File: config.mk
export PLATFORM = sky130hd
export DESIGN_NAME = apb_reg_slv
export DESIGN_NICKNAME = d
export VERILOG_FILES = /design/src/rtl/apb_reg_slv.sv
export SDC_FILE = /design/constraint.sdc
export NUM_CORES = 1
export LEC_CHECK = 0
export BUFFER_PORTS_ARGS = -buffer_cell sky130_fd_sc_hd__buf_2
export CORE_ASPECT_RATIO = 1.1
export CORE_MARGIN = 4
export CORE_UTILIZATION = 52
export CTS_CLUSTER_DIAMETER = 100
export DETAILED_ROUTE_END_ITERATION = 16
export HOLD_SLACK_MARGIN = 0.1
export PLACE_DENSITY_LB_ADDON = 0.2
export SLEW_MARGIN = 30
export SYNTH_ARGS = -nofsm -noshare
export SYNTH_HDL_FRONTEND = slang
export SYNTH_SLANG_ARGS = --single-unit
File: constraint.sdc
create_clock -name clk_reg -period 7.2 [get_ports clk_reg]
set_input_delay 0.36 -clock clk_reg [delete_from_list [all_inputs] [get_ports clk_reg]]
set_output_delay 0.36 -clock clk_reg [all_outputs]
set_load 0.02 [all_outputs]
File: src/rtl/apb_reg_slv.sv
// APB3 slave front-end for the register bank: RW control registers stored here,
// RO status words taken from the RO register outputs, with wait states and strobes.
module apb_reg_slv #(
  parameter int ADDR_W   = 12,
  parameter int DATA_W   = 32,
  parameter int RW_NUM   = 4,
  parameter int RO_NUM   = 4,
  parameter int WAIT_CYC = 1,
  parameter logic [RW_NUM*DATA_W-1:0] RW_DEFAULT = {RW_NUM*DATA_W{1'b0}}
) (
  input  logic                     clk_reg,
  input  logic                     rst_reg,
  input  logic                     psel,
  input  logic                     penable,
  input  logic                     pwrite,
  input  logic [ADDR_W-1:0]        paddr,
  input  logic [DATA_W-1:0]        pwdata,
  output logic [DATA_W-1:0]        prdata,
  output logic                     pready,
  output logic                     pslverr,
  input  logic [RO_NUM*DATA_W-1:0] ro_data_in,
  output logic [RW_NUM*DATA_W-1:0] rw_data_out,
  output logic [RO_NUM-1:0]        ro_rd_pulse,
  output logic [RW_NUM-1:0]        rw_wr_pulse
);

  localparam int IDX_W = ADDR_W - 2;
  localparam logic [IDX_W-1:0] RO_BASE = IDX_W'(64);

  localparam logic [1:0] IDLE   = 2'd0;
  localparam logic [1:0] ACCESS = 2'd1;
  localparam logic [1:0] DONE   = 2'd2;

  logic [1:0]        state_reg;
  logic [3:0]        cnt_reg;
  logic [IDX_W-1:0]  idx_reg;
  logic              write_reg;
  logic [DATA_W-1:0] wdata_reg;

  logic              ready_reg;
  logic              slverr_reg;
  logic [DATA_W-1:0] rdata_reg;
  logic [RW_NUM-1:0] wr_pulse_reg;
  logic [RO_NUM-1:0] rd_pulse_reg;

  logic [DATA_W-1:0] rw_reg [RW_NUM];

  logic [RW_NUM-1:0] rw_hit;
  logic [RO_NUM-1:0] ro_hit;
  logic              rw_any;
  logic              ro_any;
  logic              err_next;
  logic [DATA_W-1:0] rdata_next;
  logic              commit_wr;
  logic              addr_lsb_unused;

  // Byte lane bits of the address carry no meaning for word registers.
  assign addr_lsb_unused = ^paddr[1:0];

  // Address decode of the captured word index.
  generate
    for (genvar gi = 0; gi < RW_NUM; gi++) begin : g_rw_dec
      assign rw_hit[gi] = (idx_reg == IDX_W'(gi));
      assign rw_data_out[gi*DATA_W +: DATA_W] = rw_reg[gi];
    end
    for (genvar gi = 0; gi < RO_NUM; gi++) begin : g_ro_dec
      assign ro_hit[gi] = (idx_reg == RO_BASE + IDX_W'(gi));
    end
  endgenerate

  assign rw_any   = |rw_hit;
  assign ro_any   = |ro_hit;
  assign err_next = write_reg ? ~rw_any : ~(rw_any | ro_any);

  always_comb begin
    rdata_next = '0;
    for (int i = 0; i < RW_NUM; i++) begin
      if (rw_hit[i]) rdata_next = rw_reg[i];
    end
    for (int i = 0; i < RO_NUM; i++) begin
      if (ro_hit[i]) rdata_next = ro_data_in[i*DATA_W +: DATA_W];
    end
    if (write_reg) rdata_next = '0;
  end

  // The write lands on the edge that closes DONE, only if the master is still selecting us.
  assign commit_wr = (state_reg == DONE) && psel && write_reg;

  always_ff @(posedge clk_reg or posedge rst_reg) begin
    if (rst_reg) begin
      for (int i = 0; i < RW_NUM; i++) begin
        rw_reg[i] <= RW_DEFAULT[i*DATA_W +: DATA_W];
      end
    end else if (commit_wr) begin
      for (int i = 0; i < RW_NUM; i++) begin
        if (rw_hit[i]) rw_reg[i] <= wdata_reg;
      end
    end
  end

  always_ff @(posedge clk_reg or posedge rst_reg) begin
    if (rst_reg) begin
      state_reg    <= IDLE;
      cnt_reg      <= '0;
      idx_reg      <= '0;
      write_reg    <= 1'b0;
      wdata_reg    <= '0;
      ready_reg    <= 1'b0;
      slverr_reg   <= 1'b0;
      rdata_reg    <= '0;
      wr_pulse_reg <= '0;
      rd_pulse_reg <= '0;
    end else begin
      case (state_reg)
        IDLE: begin
          if (psel && !penable) begin
            idx_reg   <= paddr[ADDR_W-1:2];
            write_reg <= pwrite;
            wdata_reg <= pwdata;
            cnt_reg   <= 4'(WAIT_CYC);
            state_reg <= ACCESS;
          end
        end
        ACCESS: begin
          if (!psel) begin
            state_reg <= IDLE;
          end else if (cnt_reg != 4'd0) begin
            cnt_reg <= cnt_reg - 4'd1;
          end else begin
            state_reg    <= DONE;
            ready_reg    <= 1'b1;
            slverr_reg   <= err_next;
            rdata_reg    <= rdata_next;
            wr_pulse_reg <= write_reg ? rw_hit : '0;
            rd_pulse_reg <= write_reg ? '0 : ro_hit;
          end
        end
        DONE: begin
          state_reg    <= IDLE;
          ready_reg    <= 1'b0;
          slverr_reg   <= 1'b0;
          rdata_reg    <= '0;
          wr_pulse_reg <= '0;
          rd_pulse_reg <= '0;
        end
        default: state_reg <= IDLE;
      endcase
    end
  end

  // A master that drops psel in DONE aborts: the registered response is masked.
  assign pready      = ready_reg & psel;
  assign pslverr     = pready & slverr_reg;
  assign prdata      = pready ? rdata_reg : '0;
  assign rw_wr_pulse = pready ? wr_pulse_reg : '0;
  assign ro_rd_pulse = pready ? rd_pulse_reg : '0;

endmodule

==> results of run 1 <==
## routing by layer
metal / wire [um] / global-route usage / vias to the layer above / part of all wire
met1: 15220 / 0.4003 / 4618 / 0.41
met3: 2688 / 0.06300 / 115 / 0.073
met2: 17280 / 0.4963 / 478 / 0.47
li1: - / - / 4214 / -
met5: 27 / 0 / - / 0.00073
met4: 1743 / 0.1262 / 4 / 0.047
## per-stage QoR
| stage | instance area [sq um] | worst slack [ns] | hold slack [ns] | cells | util |
|---|---|---|---|---|---|
| 2_1_floorplan | 10920 | 0.8473 | 0.4414 | 943 | - |
| 3_3_place_gp | 12750 | 2.881 | 0.4536 | 1481 | 0.6178 |
| 3_5_place_dp | 12770 | 3.155 | 0.4609 | 1481 | 0.6188 |
| 4_1_cts | 14020 | 3.092 | 0.1102 | 1568 | 0.6793 |
| 5_1_grt | 14050 | 3.276 | 0.1911 | 1570 | 0.6806 |
| 6_report | 14050 | 3.397 | 0.1853 | 1571 | 0.6807 |
## area by class of cell
type | instances | area [sq um]
antenna | 2 | 5.005
clock inverter | 4 | 76.32
inverter | 14 | 65.06
tap | 256 | 320.3
clock buffer | 35 | 693.2
multi-input combinational | 639 | 5124
sequential | 219 | 5487
timing repair buffer | 402 | 2283
fill | 1602 | 6591
## placed cells by master, fill, tap and decap left out, types with 5 or more instances in the layout
cell type,instances
mux2_1,64
o21ai_0,44
a21o_1,8
a211oi_1,5
dfrtp_1,216
a22o_1,8
buf_4,8
mux2_2,133
o21ai_1,12
clkbuf_16,25
a31o_1,5
mux2i_1,24
nand2_1,57
nand3_1,18
o21ai_2,5
o31ai_1,7
a22oi_1,31
nor2_1,22
clkbuf_1,7
nor3_1,6
buf_2,344
dlygate4sd3_1,49
and3_1,44
o22ai_1,32
o32a_1,9
a21oi_1,39
inv_1,13
o211ai_1,5
## kinds of logic after synthesis
logic type / Yosys count / synth area share
buffers and inverters: 85 / 0.03413
adder cells (fa/ha/maj): 1 / 0.001145
AO/OA/AOI/OAI: 225 / 0.1352
multiplexers: 225 / 0.2333
AND/OR/NAND/NOR: 187 / 0.09380
flip-flops: 219 / 0.5017
XOR/XNOR: 1 / 0.0008019
## critical path, cell delays in order, from the launching register on
cell and delay (ns):
dfrtp_2 0.66, buf_4 0.42, nor4_2 0.91, and3_1 0.71
nand2_4 0.52, mux2_2 0.43
## final timing paths
path                       depth (start not counted)  slack, ns                         end                   start
setup reg to reg                                   5       3.40  rw_data_out[6]$_DFFE_PP0P_  idx_reg[1]$_DFFE_PP0P_
setup / recovery                                   5       3.40  rw_data_out[6]$_DFFE_PP0P_  idx_reg[1]$_DFFE_PP0P_
max in group asynchronous                          4       5.42      idx_reg[1]$_DFFE_PP0P_                 rst_reg
hold reg to reg                                    1       0.48      slverr_reg$_DFFE_PP0P_  slverr_reg$_DFFE_PP0P_
hold / removal                                     4       0.19   rdata_reg[23]$_DFFE_PP0P_          ro_data_in[23]
min in group asynchronous                          3       0.53   rdata_reg[17]$_DFFE_PP0P_                 rst_reg
## power by group
| group | switching [W] | internal (W) |
|---|---|---|
| Sequential | 0.000221 | 0.00139 |
| Combinational | 0.000418 | 0.000329 |
| Clock | 0.000492 | 0.000735 |
## repair_timing
action | CTS | global route
hold buffers | 48 | 1
setup endpoints to repair | 0 | 0
hold endpoints to repair | 193 | 1
==> run metrics, run 1 <==
die height 160.0 um; total number of vias 9429; largest net degree at the start of global routing 148; CP endpoint kind flip-flop; Yosys top cell area share 0.5017; TritonCTS Buffers 24; max-slew violations 0; # setup viols final 0; predominant post-synthesis flop cell dfrtp_1; Yosys top cell by area dfrtp_1; worst skew pair latency 0.51 ns; PD cells 254.9 nW/um^2; Overflow after GRT 0; Core ar. 20640 sq um; gpl congestion 0.8842; CP Max Fanout 34; CP required 7.59 ns; antenna violations before repair 3; DR WL/cell 23.53 um; Largest register FFs 128; overall power 0.003582 W; 1st-pass router iterations 5; Die X 146.2 um; Final nets 1478; Syn Inst Count 943; Die Area 23390 sq um; Clock transition at path regs 0.06 ns; PortBufs 344; setup bufs post-CTS 0; Worst Skew 0.01388 ns; vias in the first global route 9654; EDFF count, synth 0; P&R area growth vs syn 28.65%; status completed; register bit count reported by yosys 219; fraction of layout cells with a size suffix above 1 0.4204; Worst-Margin Slew 0.9909 ns; YS warnings 0; ys async rst share 1.000; max-cap viol count 0; startpoint class of the critical path flip-flop; CTS tree yes; Syn Nets 1121; Slew Limit Headroom 0.3339; CP Class flip-flop to flip-flop; CTS root buf clkbuf_16; sequential share of the synthesized area 0.5017; Initial Utilization 0.5292; Final ANT Viol Nets 0; most frequent cells after synthesis 219 x dfrtp_1, 133 x mux2_2, 64 x mux2_1; Max clock buf depth 3; RSZ-0062 raised after global routing false; first-pass GRT wire length 56320 um; IO Pins 347; LEAKAGE 7.336 nW; clk sinks 219; Final Routed Wirelength 36960 um; Area contributors post-synth dfrtp_1 50%, mux2_2 14%, mux2_1 6.6%; H-tree depth 1; DR vias/cell 6.002; most common cell in the netlist dfrtp_1; crit path DAT 4.19 ns; initial detailed-routing violation count 701; fmax 0.2629 GHz; Total GRT Usage 0.3050; Detailed Place HPWL 25440 um; Fin Setup TNS 0 ns; Final Hold Viols 0; row cnt 55; Cell Area, Synth 10920 sq um; DRC 0; Hold Path Class input pin to flip-flop; ratio of final minimum period to clock period 0.5283; distinct cell type count after synthesis 61; post_cts resized 0; maximum vdd drop 0.1709 mV; Post-Synthesis Mean Instance Area 11.58 sq um; Min Clock Period, post-route 3.803 ns
Note: power is estimated with default switching activity, not from simulation.
==> inputs of run 2 (changes only) <==
--- a/config.mk
+++ b/config.mk
@@ -5,6 +5,7 @@
 export SDC_FILE = /design/constraint.sdc
 export NUM_CORES = 1
 export LEC_CHECK = 0
+export ABC_AREA = 1
 export BUFFER_PORTS_ARGS = -buffer_cell sky130_fd_sc_hd__buf_2
 export CORE_ASPECT_RATIO = 1.1
 export CORE_MARGIN = 4
==> constraint.sdc (replaced) <==
create_clock -name clk_reg -period 3.9 [get_ports clk_reg]
set_input_delay 0.195 -clock clk_reg [delete_from_list [all_inputs] [get_ports clk_reg]]
set_output_delay 0.195 -clock clk_reg [all_outputs]
set_load 0.02 [all_outputs]
==> run 2 against run 1 <==
Sequential power rose by 63%. Flip-flop and latch count did not move. Worst setup slack got worse by 3.2 ns. Design area rose by 8.1%. Highest routed layer is now met4. Wire length rose by 13%. Clock skew barely moved. Synthesized cell count rose by 63%. Sequential share of layout area fell by 3.0 points. Die area rose by 3.7%. Area after synthesis rose by 3.9%. Non-clock buffer count rose by 80.
==> run metrics, run 2 <==
Max clock buf depth 3 (unchanged); row cnt 56 (was 55); LEAKAGE 8.274 nW (was 7.336 nW); 1st-pass router iterations 6 (was 5); Die X 148.9 um (was 146.2 um); startpoint class of the critical path flip-flop (unchanged); first-pass GRT wire length 63350 um (was 56320 um); Total GRT Usage 0.3343 (was 0.3050); number of fill cells in the layout 1697 (was 1602); Synth Area in Simple Gates 0.2952 (was 0.09380); CP max-delay cell dlygate4sd3_1 (was nor4_2); most frequent cells in the layout 501 x nand2_1, 344 x buf_2, 218 x dfrtp_1 (was 344 x buf_2, 216 x dfrtp_1, 133 x mux2_2); Worst Skew 0.01376 ns (was 0.01388 ns); die height 163.0 um (was 160.0 um); maximum vdd drop 0.3555 mV (was 0.1709 mV); area of the multi-input gates 4703 sq um (was 5124 sq um); Worst path max stage delay 0.56 ns (was 0.91 ns); Worst Setup SP idx_reg[8]$_DFFE_PP0P_ (was idx_reg[1]$_DFFE_PP0P_); fraction of layout cells with a size suffix above 1 0.2232 (was 0.4204); Core ar. 21370 sq um (was 20640 sq um); initial detailed-routing violation count 1046 (was 701); Hold Path Class input pin to flip-flop (unchanged); worst skew pair latency 0.51 ns (about the same); distinct cell type count after synthesis 38 (was 61); P&R area growth vs syn 33.85% (was 28.65%); IO Pins 347 (unchanged); Min Clock Period, post-route 3.727 ns (was 3.803 ns); vias in the first global route 11610 (was 9654); gpl congestion 0.9236 (was 0.8842); CP required 4.31 ns (was 7.59 ns); status completed (unchanged); Post-Synthesis Mean Instance Area 7.383 sq um (was 11.58 sq um); CP most frequent cell nand2_1; overall power 0.006333 W (was 0.003582 W); Worst-Margin Slew 1.009 ns (was 0.9909 ns); total number of vias 12100 (was 9429); path depth of the worst reg2reg path 13 (was 5); Area contributors post-synth dfrtp_1 48%, nand2_1 17%, inv_1 6.4% (was dfrtp_1 50%, mux2_2 14%, mux2_1 6.6%); RSZ-0062 raised after global routing false (unchanged); ratio of final minimum period to clock period 0.9556 (was 0.5283); # setup viols final 0 (unchanged); CTS root buf clkbuf_16 (unchanged); DR WL/cell 18.33 um (was 23.53 um); crit path DAT 4.13 ns (was 4.19 ns); Syn Inst Count 1538 (was 943); register bit count reported by yosys 219 (unchanged); H-tree depth 1 (unchanged); most common cell in the netlist nand2_1 (was dfrtp_1); mux share of post-synthesis cell area 0 (was 0.2333); sequential share of the synthesized area 0.4826 (was 0.5017); antenna violations before repair 1 (was 3); Largest register FFs 128 (unchanged); EDFF count, synth 0 (unchanged); CP Class flip-flop to flip-flop (unchanged); TritonCTS Buffers 23 (was 24); PD cells 416.7 nW/um^2 (was 254.9 nW/um^2); fmax 0.2683 GHz (was 0.2629 GHz); Final Routed Wirelength 41730 um (was 36960 um); clk sinks 219 (unchanged); reg-to-reg slack, setup 0.17 ns (was 3.40 ns); Initial Utilization 0.5313 (was 0.5292); Synth Area in XOR/XNOR 0.0007713 (was 0.0008017); Overflow after GRT 0 (unchanged); crit path to rdata_reg[2]$_DFFE_PP0P_ (was rw_data_out[6]$_DFFE_PP0P_); Adder-Cell Fraction of Synth Area 0.001102 (was 0.001145); max-slew violations 0 (unchanged); Final Hold Viols 0 (unchanged); largest net degree at the start of global routing 111 (was 148); fin area 15200 sq um (was 14050 sq um); Clock transition at path regs 0.07 ns (was 0.06 ns); Syn Nets 1716 (was 1121); DRC 0 (unchanged); Area after DPL 13170 sq um (was 12770 sq um); most common cell after layout, fill and taps aside nand2_1 (was buf_2); Synth Area in Compound Gates 0.1156 (was 0.1352); Slew Limit Headroom 0.3249 (was 0.3339); YS warnings 0 (unchanged); largest family of logic cells by synthesized area simple AND/OR/NAND/NOR gates (was multiplexers); predominant post-synthesis flop cell dfrtp_1 (unchanged); CTS tree yes (unchanged); Final nets 2147 (was 1478); Yosys top cell by area dfrtp_1 (unchanged); CP Max Fanout 50 (was 34); Detailed Place HPWL 28040 um (was 25440 um); CP endpoint kind flip-flop (unchanged); PortBufs 344 (unchanged); Reg-to-Reg End rdata_reg[2]$_DFFE_PP0P_ (was rw_data_out[6]$_DFFE_PP0P_); Fin Setup TNS 0 ns (unchanged); Cell Chain, Critical Path nor2_4 -> nand2_2 -> nor2_4 -> buf_4 -> nand2_1 -> o21ai_0 -> nor2_1 -> nand2_1 -> nand3_1 -> dlygate4sd3_1 -> nand2_1 -> dlygate4sd3_1 -> nand2_1 (was buf_4 -> nor4_2 -> and3_1 -> nand2_4 -> mux2_2); Final ANT Viol Nets 0 (unchanged); setup bufs post-CTS 0 (unchanged); most frequent cells after synthesis 501 x nand2_1, 219 x dfrtp_1, 195 x inv_1 (was 219 x dfrtp_1, 133 x mux2_2, 64 x mux2_1); Seq. cell area 5482 sq um (was 5487 sq um); Yosys top cell area share 0.4826 (was 0.5017); max-cap viol count 0 (unchanged); DR vias/cell 5.316 (was 6.002); Die Area 24270 sq um (was 23390 sq um); Cell Area, Synth 11350 sq um (was 10920 sq um); reg2reg start idx_reg[8]$_DFFE_PP0P_ (was idx_reg[1]$_DFFE_PP0P_); ys async rst share 1.000 (unchanged)
## run 2: cell count changes in the layout (fill, tap and decap cells not counted), moves of 54 or more
| cell | previous run | this run |
|---|---|---|
| inv_1 | 13 | 193 |
| nand3_1 | 18 | 72 |
| nor2_1 | 22 | 141 |
| dlygate4sd3_1 | 49 | 124 |
| mux2_2 | 133 | 0 |
| o21ai_1 | 12 | 106 |
| mux2_1 | 64 | 0 |
| nand2_1 | 57 | 501 |
| o21ai_0 | 44 | 127 |
## run 2: kinds of logic after synthesis
kind of cell	count (synthesis)
buffers and inverters	283
and+or+nand+nor	779
adders and majority gates	1
AOI/OAI and AO/OA	255
xor gates and xnor gates	1
DFF	219
## run 2: worst min path at each step
stage                   start  depth (start not counted)                      to
global placement    paddr[10]                          3  idx_reg[8]$_DFFE_PP0P_
CTS                   penable                          5  idx_reg[9]$_DFFE_PP0P_
detailed placement  paddr[10]                          3  idx_reg[8]$_DFFE_PP0P_
global route             psel                          5   ready_reg$_DFFE_PP0P_
finish                penable                          5  idx_reg[9]$_DFFE_PP0P_
floorplan            paddr[6]                          2  idx_reg[4]$_DFFE_PP0P_
## run 2: layer usage
layer  GRT usage  up-vias  part of all wire
li1            -     5669                 -
met1      0.4407     5627              0.39
met2      0.5384      654              0.46
met3     0.04898      150             0.084
met4      0.1739        0             0.060
met5           0        -                 0
## run 2: critical path, delay by kind of cell (launching register included)
kind | cells | cell delay [ns]
AO/OA/AOI/OAI | 1 | 0.22
buffers and inverters | 3 | 1.61
flip-flops | 1 | 0.40
AND/OR/NAND/NOR | 9 | 1.38
## run 2: repair_timing
item	CTS	global route
gates resized for setup	0	1
endpoints found under the hold margin	294	0
endpoints found under the setup margin	0	6
hold buffers	124	0
## run 2: power breakdown
group	switching (W)	total, W	internal (W)
Sequential	0.000139	0.00263	0.00249
Clock	0.000905	0.00225	0.00135
Combinational	0.00105	0.00145	0.000406
Total	0.00209	0.00633	0.00424
## run 2: final cells by class
class	count	area share
Clock buffer	35	0.04544
Antenna cell	1	0.0001646
Sequential cell	219	0.3607
Inverter	206	0.05145
Clock inverter	6	0.005433
Tap cell	290	0.02387
Timing Repair Buffer	482	0.2035
Multi-Input combinational cell	1037	0.3095
## run 2: stage by stage
stage	hold WS, ns	cells	worst slack, ns	util
2_1_floorplan	0.3046	1538	0.8509	-
4_1_cts	0.1426	2274	0.04842	0.7105
6_report	0.1651	2276	0.1731	0.7112
3_5_place_dp	0.3929	2109	1.099	0.6163
5_1_grt	0.2066	2276	0.009445	0.7112
3_3_place_gp	0.3952	2109	1.110	0.6163
==> inputs of run 3 (changes only) <==
--- a/config.mk
+++ b/config.mk
@@ -14,6 +14,7 @@
 export DETAILED_ROUTE_END_ITERATION = 16
 export HOLD_SLACK_MARGIN = 0.1
 export PLACE_DENSITY_LB_ADDON = 0.2
+export SETUP_SLACK_MARGIN = 0.4
 export SLEW_MARGIN = 30
 export SYNTH_ARGS = -nofsm -noshare
 export SYNTH_HDL_FRONTEND = slang
==> run 3 against run 2 <==
Critical path type unchanged. Largest power group unchanged. Via count increased by 0.49%. Worst setup slack improved by 0.35 ns. Flip-flop and latch count unchanged. Critical path depth decreased by 3.
==> run metrics, run 3 (synthesis results as in run 2) <==
status completed (unchanged); H-tree depth 1 (unchanged); CP Max Fanout 17 (was 50); max-slew violations 0 (unchanged); fmax 0.2963 GHz (was 0.2683 GHz); Final Hold Viols 0 (unchanged); # setup viols final 0 (unchanged); 1st-pass router iterations 6 (unchanged); Overflow after GRT 0 (unchanged); fraction of layout cells with a size suffix above 1 0.2241 (was 0.2232); max-cap viol count 0 (unchanged); antenna violations before repair 1 (unchanged); area of the multi-input gates 4715 sq um (was 4703 sq um); Hold Path Class input pin to flip-flop (unchanged); vias in the first global route 11580 (was 11610); fin area 15230 sq um (was 15200 sq um); Reg power frac 0.414 (was 0.415); Min Clock Period, post-route 3.375 ns (was 3.727 ns); maximum vdd drop 0.3573 mV (was 0.3555 mV); post-layout util 0.7125 (was 0.7112); Detailed Place HPWL 28040 um (unchanged); Largest register FFs 128 (unchanged); Fin Setup TNS 0 ns (unchanged); DR WL/cell 18.59 um (was 18.33 um); first-pass GRT wire length 63420 um (was 63350 um); switching power 0.002101 W (was 0.002091 W); CP Class flip-flop to flip-flop (unchanged); Area after DPL 13170 sq um (unchanged); Final ANT Viol Nets 0 (unchanged); gpl congestion 0.9236 (unchanged); reg-to-reg slack, setup 0.52 ns (was 0.17 ns); most frequent cells in the layout 501 x nand2_1, 344 x buf_2, 218 x dfrtp_1 (unchanged); DRC 0 (unchanged); Die X 148.9 um (unchanged); Seq. cell area 5482 sq um (unchanged); Clk pwr share 0.353 (was 0.356); IO Pins 347 (unchanged); DR vias/cell 5.340 (was 5.316); setup bufs post-CTS 0 (unchanged); overall power 0.006357 W (was 0.006333 W); total number of vias 12160 (was 12100); LEAKAGE 8.299 nW (was 8.274 nW); Core ar. 21370 sq um (unchanged); Worst-Margin Slew 0.9950 ns (was 1.009 ns); startpoint class of the critical path flip-flop (unchanged); Comb pwr share 0.233 (was 0.230); PortBufs 344 (unchanged); clk sinks 219 (unchanged); Slew Limit Headroom 0.3342 (was 0.3249); Final Worst Setup Slack 0.5247 ns (was 0.1731 ns); Int Power 0.004257 W (was 0.004242 W); number of fill cells in the layout 1688 (was 1697); dpl ws 1.099 ns (unchanged); RSZ-0062 raised after global routing false (unchanged); CP endpoint kind flip-flop (unchanged); P&R area growth vs syn 34.09% (was 33.85%); PD cells 417.5 nW/um^2 (was 416.7 nW/um^2); die height 163.0 um (unchanged); Clock transition at path regs 0.06 ns (was 0.07 ns); Switching Fraction 0.3304 (was 0.3302); TritonCTS Buffers 23 (unchanged); CP required 4.34 ns (was 4.31 ns); largest net degree at the start of global routing 111 (unchanged); worst skew pair latency 0.51 ns (about the same); crit path DAT 3.82 ns (was 4.13 ns); Final nets 2148 (was 2147); Die Area 24270 sq um (unchanged); CTS tree yes (unchanged); initial detailed-routing violation count 1039 (was 1046); most common cell after layout, fill and taps aside nand2_1 (unchanged); Final Routed Wirelength 42340 um (was 41730 um); Initial Utilization 0.5313 (unchanged); row cnt 56 (unchanged); CTS root buf clkbuf_16 (unchanged); Max clock buf depth 3 (unchanged); Total GRT Usage 0.3347 (was 0.3343); ratio of final minimum period to clock period 0.8655 (was 0.9556); Worst Skew 0.01341 ns (was 0.01376 ns)
[run 3: power by group through the flow]
stage	clock [W]	combinational, W	sequential (W)
finish	0.00224	0.00148	0.00263
global route	0.00237	0.00162	0.00265
CTS	0.00227	0.00143	0.00262
detailed placement	0	0.00133	0.00266
global placement	0	0.00130	0.00265
floorplan	0	0.000933	0.00263
[run 3: path summary, 6_finish.rpt]
kind,startpoint,end,cells after the start
max in group asynchronous,rst_reg,idx_reg[0]$_DFFE_PP0P_,4
min in group asynchronous,rst_reg,rw_data_out[39]$_DFFE_PP0P_,4
min,penable,idx_reg[9]$_DFFE_PP0P_,5
min reg2reg,rdata_reg[6]$_DFFE_PP0P_,rdata_reg[6]$_DFFE_PP0P_,2
max reg2reg,idx_reg[0]$_DFFE_PP0P_,rdata_reg[6]$_DFFE_PP0P_,10
max,idx_reg[0]$_DFFE_PP0P_,rdata_reg[6]$_DFFE_PP0P_,10
[run 3: what timing repair did]
action	in CTS	in global routing
endpoints found under the setup margin	0	12
hold buffers	124	0
resized for setup	0	7
endpoints found under the hold margin	294	0
[run 3: per-stage QoR]
| stage | instances | hold slack (ns) |
|---|---|---|
| 6_report | 2277 | 0.1640 |
| 2_1_floorplan | 1538 | 0.3046 |
| 3_5_place_dp | 2109 | 0.3929 |
| 5_1_grt | 2277 | 0.2067 |
| 4_1_cts | 2274 | 0.1426 |
| 3_3_place_gp | 2109 | 0.3952 |
[run 3: cell type report]
type                            count  share of cell area
Antenna cell                        1           0.0001644
Clock buffer                       35             0.04536
Clock inverter                      6            0.005424
Inverter                          206             0.05161
Multi-Input combinational cell   1038              0.3096
Sequential cell                   219              0.3600
Tap cell                          290             0.02383
Timing Repair Buffer              482              0.2040
[run 3: worst max-delay path: stages (launching register included)]
cell and delay (ns):
dfrtp_2 0.71, clkinvlp_4 0.49, nor2_4 0.44, nand3_1 0.12, nand3_1 0.10, nand2_1 0.14
nand4_1 0.10, dlygate4sd3_1 0.55, nand2_1 0.05, dlygate4sd3_1 0.55, nand2_1 0.06
[run 3: layer usage]
| metal | share of wire | GRT usage | wire (um) | vias up |
|---|---|---|---|---|
| li1 | - | - | - | 5669 |
| met1 | 0.39 | 0.4425 | 16530 | 5627 |
| met2 | 0.46 | 0.5411 | 19440 | 710 |
| met3 | 0.090 | 0.04620 | 3814 | 153 |
| met4 | 0.060 | 0.1710 | 2559 | 0 |
| met5 | 0 | 0 | 0 | - |
